## src/rtl/pusch_pkg.sv

```systemverilog
// Shared types and defaults for the PUSCH symbol buffering blocks.
package pusch_pkg;

  typedef enum logic [1:0] {
    BANK_EMPTY    = 2'd0,
    BANK_FILLING  = 2'd1,
    BANK_FULL     = 2'd2,
    BANK_DRAINING = 2'd3
  } bank_state_t;

  localparam int PP_DEPTH_DEF = 1200;
  localparam int PP_ADDR_W    = 11;

endpackage

```

## src/rtl/pp_bank_state.sv

```systemverilog
// One ping-pong bank: lifecycle state EMPTY -> FILLING -> FULL -> DRAINING -> EMPTY
// plus the length of the block it holds.
module pp_bank_state
  import pusch_pkg::*;
#(
  parameter int LEN_W = PP_ADDR_W + 1
) (
  input  logic             clk,
  input  logic             rst,
  input  logic             fill,
  input  logic             close,
  input  logic             start_drain,
  input  logic             done_drain,
  input  logic [LEN_W-1:0] len_in,
  output bank_state_t      state,
  output logic [LEN_W-1:0] len
);

  always_ff @(posedge clk or posedge rst) begin
    if (rst) begin
      state <= BANK_EMPTY;
      len   <= '0;
    end else begin
      case (state)
        BANK_EMPTY, BANK_FILLING: begin
          if (close) begin
            state <= BANK_FULL;
            len   <= len_in;
          end else if (fill) begin
            state <= BANK_FILLING;
          end
        end
        BANK_FULL:     if (start_drain) state <= BANK_DRAINING;
        BANK_DRAINING: if (done_drain)  state <= BANK_EMPTY;
        default:       state <= BANK_EMPTY;
      endcase
    end
  end

endmodule

```

## src/rtl/pingpong_ctrl.sv

```systemverilog
// Ping-pong symbol buffer controller: mapper fills one bank while the consumer drains the other.
// Optional build macro PP_AUTO_CLOSE_EN: a write at wcnt = DEPTH-1 closes the bank automatically.
module pingpong_ctrl
  import pusch_pkg::*;
#(
  parameter int ADDR_WIDTH = PP_ADDR_W,
  parameter int DEPTH      = PP_DEPTH_DEF
) (
  input  logic                  CLK_PP,
  input  logic                  RST_PP,
  input  logic                  Wr_Valid_IN,
  input  logic                  Wr_Last_IN,
  output logic                  Wr_Ready_OUT,
  output logic [ADDR_WIDTH-1:0] Wr_Addr_OUT,
  output logic                  Wr_En_B0,
  output logic                  Wr_En_B1,
  input  logic                  Rd_Ready_IN,
  output logic [ADDR_WIDTH-1:0] Rd_Addr_OUT,
  output logic                  Rd_Bank_Sel,
  output logic                  Rd_En_OUT,
  output logic                  Rd_Valid_OUT,
  output logic                  Rd_Last_OUT,
  output logic                  Overflow_Flag,
  output logic [3:0]            dbg_bank_state
);

  localparam int CW = ADDR_WIDTH + 1;

  logic          wsel, rsel;
  logic [CW-1:0] wcnt, rcnt;
  bank_state_t   st0, st1, wstate, rstate;
  logic [CW-1:0] len0, len1, rlen;
  logic          at_cap, auto_close;
  logic          accept, close, drop;
  logic          rd_en, rd_last, start_drain;
  logic          rd_valid_q, rd_last_q, ovf_q;

  assign wstate = wsel ? st1 : st0;
  assign rstate = rsel ? st1 : st0;
  assign rlen   = rsel ? len1 : len0;

`ifdef PP_AUTO_CLOSE_EN
  assign at_cap     = 1'b0;
  assign auto_close = (wcnt == CW'(DEPTH - 1));
`else
  assign at_cap     = (wcnt == CW'(DEPTH));
  assign auto_close = 1'b0;
`endif

  // Handshakes: a write happens when Wr_Valid_IN & Wr_Ready_OUT (and the bank is not at
  // capacity); any other strobe is dropped. A read happens when the read bank is DRAINING
  // and Rd_Ready_IN is high; its data is valid one cycle later.
  assign Wr_Ready_OUT = ~RST_PP & ((wstate == BANK_EMPTY) | (wstate == BANK_FILLING));
  assign accept       = Wr_Valid_IN & Wr_Ready_OUT & ~at_cap;
  assign close        = accept & (Wr_Last_IN | auto_close);
  assign drop         = Wr_Valid_IN & ~accept;

  assign start_drain = (rstate == BANK_FULL);
  assign rd_en       = (rstate == BANK_DRAINING) & Rd_Ready_IN;
  assign rd_last     = rd_en & (rcnt == rlen - CW'(1));

  pp_bank_state #(.LEN_W(CW)) u_bank0 (
    .clk         (CLK_PP),
    .rst         (RST_PP),
    .fill        (accept & ~wsel),
    .close       (close & ~wsel),
    .start_drain (start_drain & ~rsel),
    .done_drain  (rd_last & ~rsel),
    .len_in      (wcnt + CW'(1)),
    .state       (st0),
    .len         (len0)
  );

  pp_bank_state #(.LEN_W(CW)) u_bank1 (
    .clk         (CLK_PP),
    .rst         (RST_PP),
    .fill        (accept & wsel),
    .close       (close & wsel),
    .start_drain (start_drain & rsel),
    .done_drain  (rd_last & rsel),
    .len_in      (wcnt + CW'(1)),
    .state       (st1),
    .len         (len1)
  );

  always_ff @(posedge CLK_PP or posedge RST_PP) begin
    if (RST_PP) begin
      wsel       <= 1'b0;
      rsel       <= 1'b0;
      wcnt       <= '0;
      rcnt       <= '0;
      rd_valid_q <= 1'b0;
      rd_last_q  <= 1'b0;
      ovf_q      <= 1'b0;
    end else begin
      if (close) begin
        wcnt <= '0;
        wsel <= ~wsel;
      end else if (accept) begin
        wcnt <= wcnt + CW'(1);
      end
      if (rd_last) begin
        rcnt <= '0;
        rsel <= ~rsel;
      end else if (rd_en) begin
        rcnt <= rcnt + CW'(1);
      end else if (start_drain) begin
        rcnt <= '0;
      end
      rd_valid_q <= rd_en;
      rd_last_q  <= rd_last;
      ovf_q      <= ovf_q | drop;
    end
  end

  assign Wr_Addr_OUT    = wcnt[ADDR_WIDTH-1:0];
  assign Wr_En_B0       = accept & ~wsel;
  assign Wr_En_B1       = accept & wsel;
  assign Rd_Addr_OUT    = rcnt[ADDR_WIDTH-1:0];
  assign Rd_Bank_Sel    = rsel;
  assign Rd_En_OUT      = rd_en;
  assign Rd_Valid_OUT   = rd_valid_q;
  assign Rd_Last_OUT    = rd_last_q;
  assign Overflow_Flag  = ovf_q;
  assign dbg_bank_state = {st1, st0};

endmodule

```

## config.mk

```make
export PLATFORM = sky130hd
export DESIGN_NAME = pingpong_ctrl
export DESIGN_NICKNAME = d
export VERILOG_FILES = /design/src/rtl/pusch_pkg.sv /design/src/rtl/pp_bank_state.sv /design/src/rtl/pingpong_ctrl.sv
export SDC_FILE = /design/constraint.sdc
export NUM_CORES = 1
export LEC_CHECK = 0
export BUFFER_PORTS_ARGS = -buffer_cell sky130_fd_sc_hd__buf_2
export CORE_UTILIZATION = 35
export CTS_CLUSTER_DIAMETER = 30
export CTS_CLUSTER_SIZE = 14
export DETAILED_ROUTE_END_ITERATION = 8
export GPL_ROUTABILITY_DRIVEN = 0
export MAX_ROUTING_LAYER = met4
export PLACE_DENSITY_LB_ADDON = 0.3
export SYNTH_ARGS = -nofsm -noshare
export SYNTH_HDL_FRONTEND = slang
export SYNTH_SLANG_ARGS = --single-unit
```

## constraint.sdc

```tcl
create_clock -name CLK_PP -period 3.7 [get_ports CLK_PP]
set_clock_uncertainty 0.05 [all_clocks]
set_input_delay 0.185 -clock CLK_PP [delete_from_list [all_inputs] [get_ports CLK_PP]]
set_output_delay 0.185 -clock CLK_PP [all_outputs]
set_load 0.1 [all_outputs]
```

==> results.toml <==
[finish]
diodes = 0
multi_input_area_um2 = 1850
fin_area_um2 = 3950
drive_above_1_share_pct = 19.0
stdcell_count = 553
nFillCells = 1027
ff_latch_area_um2 = 1430
synthToLayoutAreaGrowth_pct = 10.4
final_core_util_pct = 40.2
finalNetCount = 424

[flow_run]
maxCapViolCount = 0

[die]
die_w_um = 103
die_h_um = 103
floorplan.initialDensity_pct = 36.4
die-area_um2 = 10600
io_pins = 39
num_rows = 36
core-area_um2 = 9820

[place]
place_area_um2 = 3730
port_buffers = 38
dp_hpwl_mm = 6.13
dp.cells = 536
place_ws_ps = 481

[worst_setup_path]
startpoint_type = "flop"
cp.required_ps = 3860
crit_path_end_kind = "flop"
crit_cells = 9
cp_max_fo = 8
cp_slowest_cell = "dfrtp_1"
r2r_cells = 9
path_delay_family = "simple AND/OR/NAND/NOR gates"
cp.arrival_ps = 3420
worst-setup-path-type = "flop to flop"
crit_buf_inv = 0
slowest_delay_ps = 560
worstPathCellList = "mux2i_1 -> ha_1 -> nor4b_2 -> a32oi_1 -> nor4_1 -> a21o_1 -> nand4_1 -> o21ai_2 -> o21ai_0"

[logic_synthesis]
synth_top_area_share_pct = 39.9
synthTopCellsByArea = "dfrtp_1, o21ai_0, nand2_1"
synth_seq_area_share_pct = 39.9
ys_seq_elements = 57
synth-edff-count = 0
syn-cell-area_um2 = 3580
syn-instance-count = 401
yosys.area.top_type = "dfrtp_1"
synth_nets = 410
yosys_warnings = 0
synth_area_per_cell_um2 = 8.92
yosysUniqueCellTypes = 62
synth-main-ff-cell = "dfrtp_1"
async_flop_share_pct = 100

[sta]
setup_tns_ps = 0
rsz0062_at_grt = "no"
setup_viol = 0
final-hold-violation-count = 0
whs_ps = 138
drv_slew = 0
slew_headroom_pct = 52.5
setup_slack_ps = 439
max_freq_mhz = 307
min_period_ps = 3260
min_period_over_period_pct = 88.1
worstMarginPinSlew_ps = 713

[clocking]
cts_setup_buffers = 0
cts_tree = "done"
clock_sinks = 57
cts_inserted_buffers = 9
path_clk_slew_ps = 70
cts-htree-levels = 3
cts-root-buf = "clkbuf_8"
clock_path_buffers = 2
clk_latency_ps = 340
cts_resized = 0
hold_buffers = 1

[pwr]
power.density_nw_per_um2 = 414
power.leakage_nw = 1.69
peakVddDrop_v = 0.000292
p_total_mw = 1.63

[detailed_routing]
routed_wl_mm = 8.54
drt_iter0_drc = 190
drc = 0
viasPerCell = 5.38
ant_nets = 0
vias = 2975
post_drt_wl_per_cell_um = 15.4
first_pass_iters = 4

[run_status]
status = "finished, final reports clean"

[grt]
grt_max_degree = 58
antenna_found_initial = 0
grt_pass1_vias = 2803
gr-total-overflow = 0
grtUsageTotal_pct = 17.9
grt_pass1_wl_mm = 14.2

[worst_hold_path]
min_path_type = "primary input to asynchronous set/reset pin"
==> Yosys cell counts, drive strengths merged (5+ instances only) <==
library cell / instances
or2: 5
dfrtp: 57
xor2: 14
nand4: 5
inv: 12
buf: 28
nand3: 15
nor4b: 6
xnor2: 14
o21ai: 49
clkbuf: 15
mux2i: 11
and3: 11
nor4: 5
a21oi: 6
nor3: 6
o31ai: 5
nor2: 21
nand2: 53
==> cells by family after synthesis <==
logic type	synth area share, %
flip-flops	39.9
AND/OR/NAND/NOR	20.2
multiplexers	5.07
adder cells (fa/ha/maj)	1.40
AO/OA/AOI/OAI	18.1
XOR/XNOR	6.86
buffers and inverters	8.50
==> worst reg2reg max path, cell delays in order, from the launching register on <==
cell and delay (ps):
dfrtp_1 560, mux2i_1 350, ha_1 260, nor4b_2 400, a32oi_1 230, nor4_1 290, a21o_1 160, nand4_1 280
o21ai_2 400, o21ai_0 150
==> where the power goes <==
group          switching (mW)  internal, mW
Combinational           0.256        0.0680
Sequential             0.0535         0.646
Clock                   0.278         0.334
Total                   0.587          1.05
==> path summary, 6_finish.rpt <==
kind	slack (ps)	endpoint	from
worst min register to register	400	Overflow_Flag	Overflow_Flag
min in group CLK_PP	210	Rd_Last_OUT	Rd_Ready_IN
worst min-delay path	140	wsel	RST_PP
worst max register to register	440	rcnt[3]	Rd_Bank_Sel
worst max-delay path	440	rcnt[3]	Rd_Bank_Sel
max in group asynchronous	2990	u_bank1.len[9]	RST_PP
==> cell type report <==
type                            count  area share, %
Timing Repair Buffer               46           6.40
Sequential cell                    57           36.1
Multi-Input combinational cell    289           46.9
Tap cell                          133           4.22
Clock inverter                      5           1.62
Clock buffer                       11           3.58
Inverter                           12           1.14
==> state kept, by name, indices dropped and copies added, names as in the netlist <==
| register | count |
|---|---|
| u_bank1.len | 12 |
| Rd_Bank_Sel | 1 |
| u_bank0.len | 12 |
| Rd_Last_OUT | 1 |
| wsel | 1 |
| Overflow_Flag | 1 |
| u_bank1.state | 2 |
| rcnt | 12 |
| u_bank0.state | 2 |
| Rd_Valid_OUT | 1 |
| wcnt | 12 |
==> layer usage <==
layer / vias up / part of all wire [%] / track usage (%)
li1: 1447 / - / -
met1: 1458 / 50 / 23.6
met2: 63 / 47 / 27.4
met3: 7 / 3.1 / 3.86
met4: 0 / 0.80 / 5.53
met5: - / 0 / -
==> layout by cell type, fill, tap and decap left out, types with 5 or more instances in the layout <==
| cell | instances |
|---|---|
| and3_1 | 11 |
| nor4b_1 | 5 |
| buf_4 | 7 |
| buf_2 | 38 |
| xnor2_1 | 14 |
| nor4_1 | 5 |
| a21oi_1 | 6 |
| mux2i_1 | 11 |
| nor3_1 | 6 |
| o31ai_1 | 5 |
| o21ai_0 | 48 |
| nand2_1 | 53 |
| nor2_1 | 19 |
| dfrtp_1 | 57 |
| xor2_1 | 14 |
| inv_1 | 11 |
| nand3_1 | 15 |
| clkbuf_8 | 10 |
Note: power is estimated with default switching activity, not from simulation.
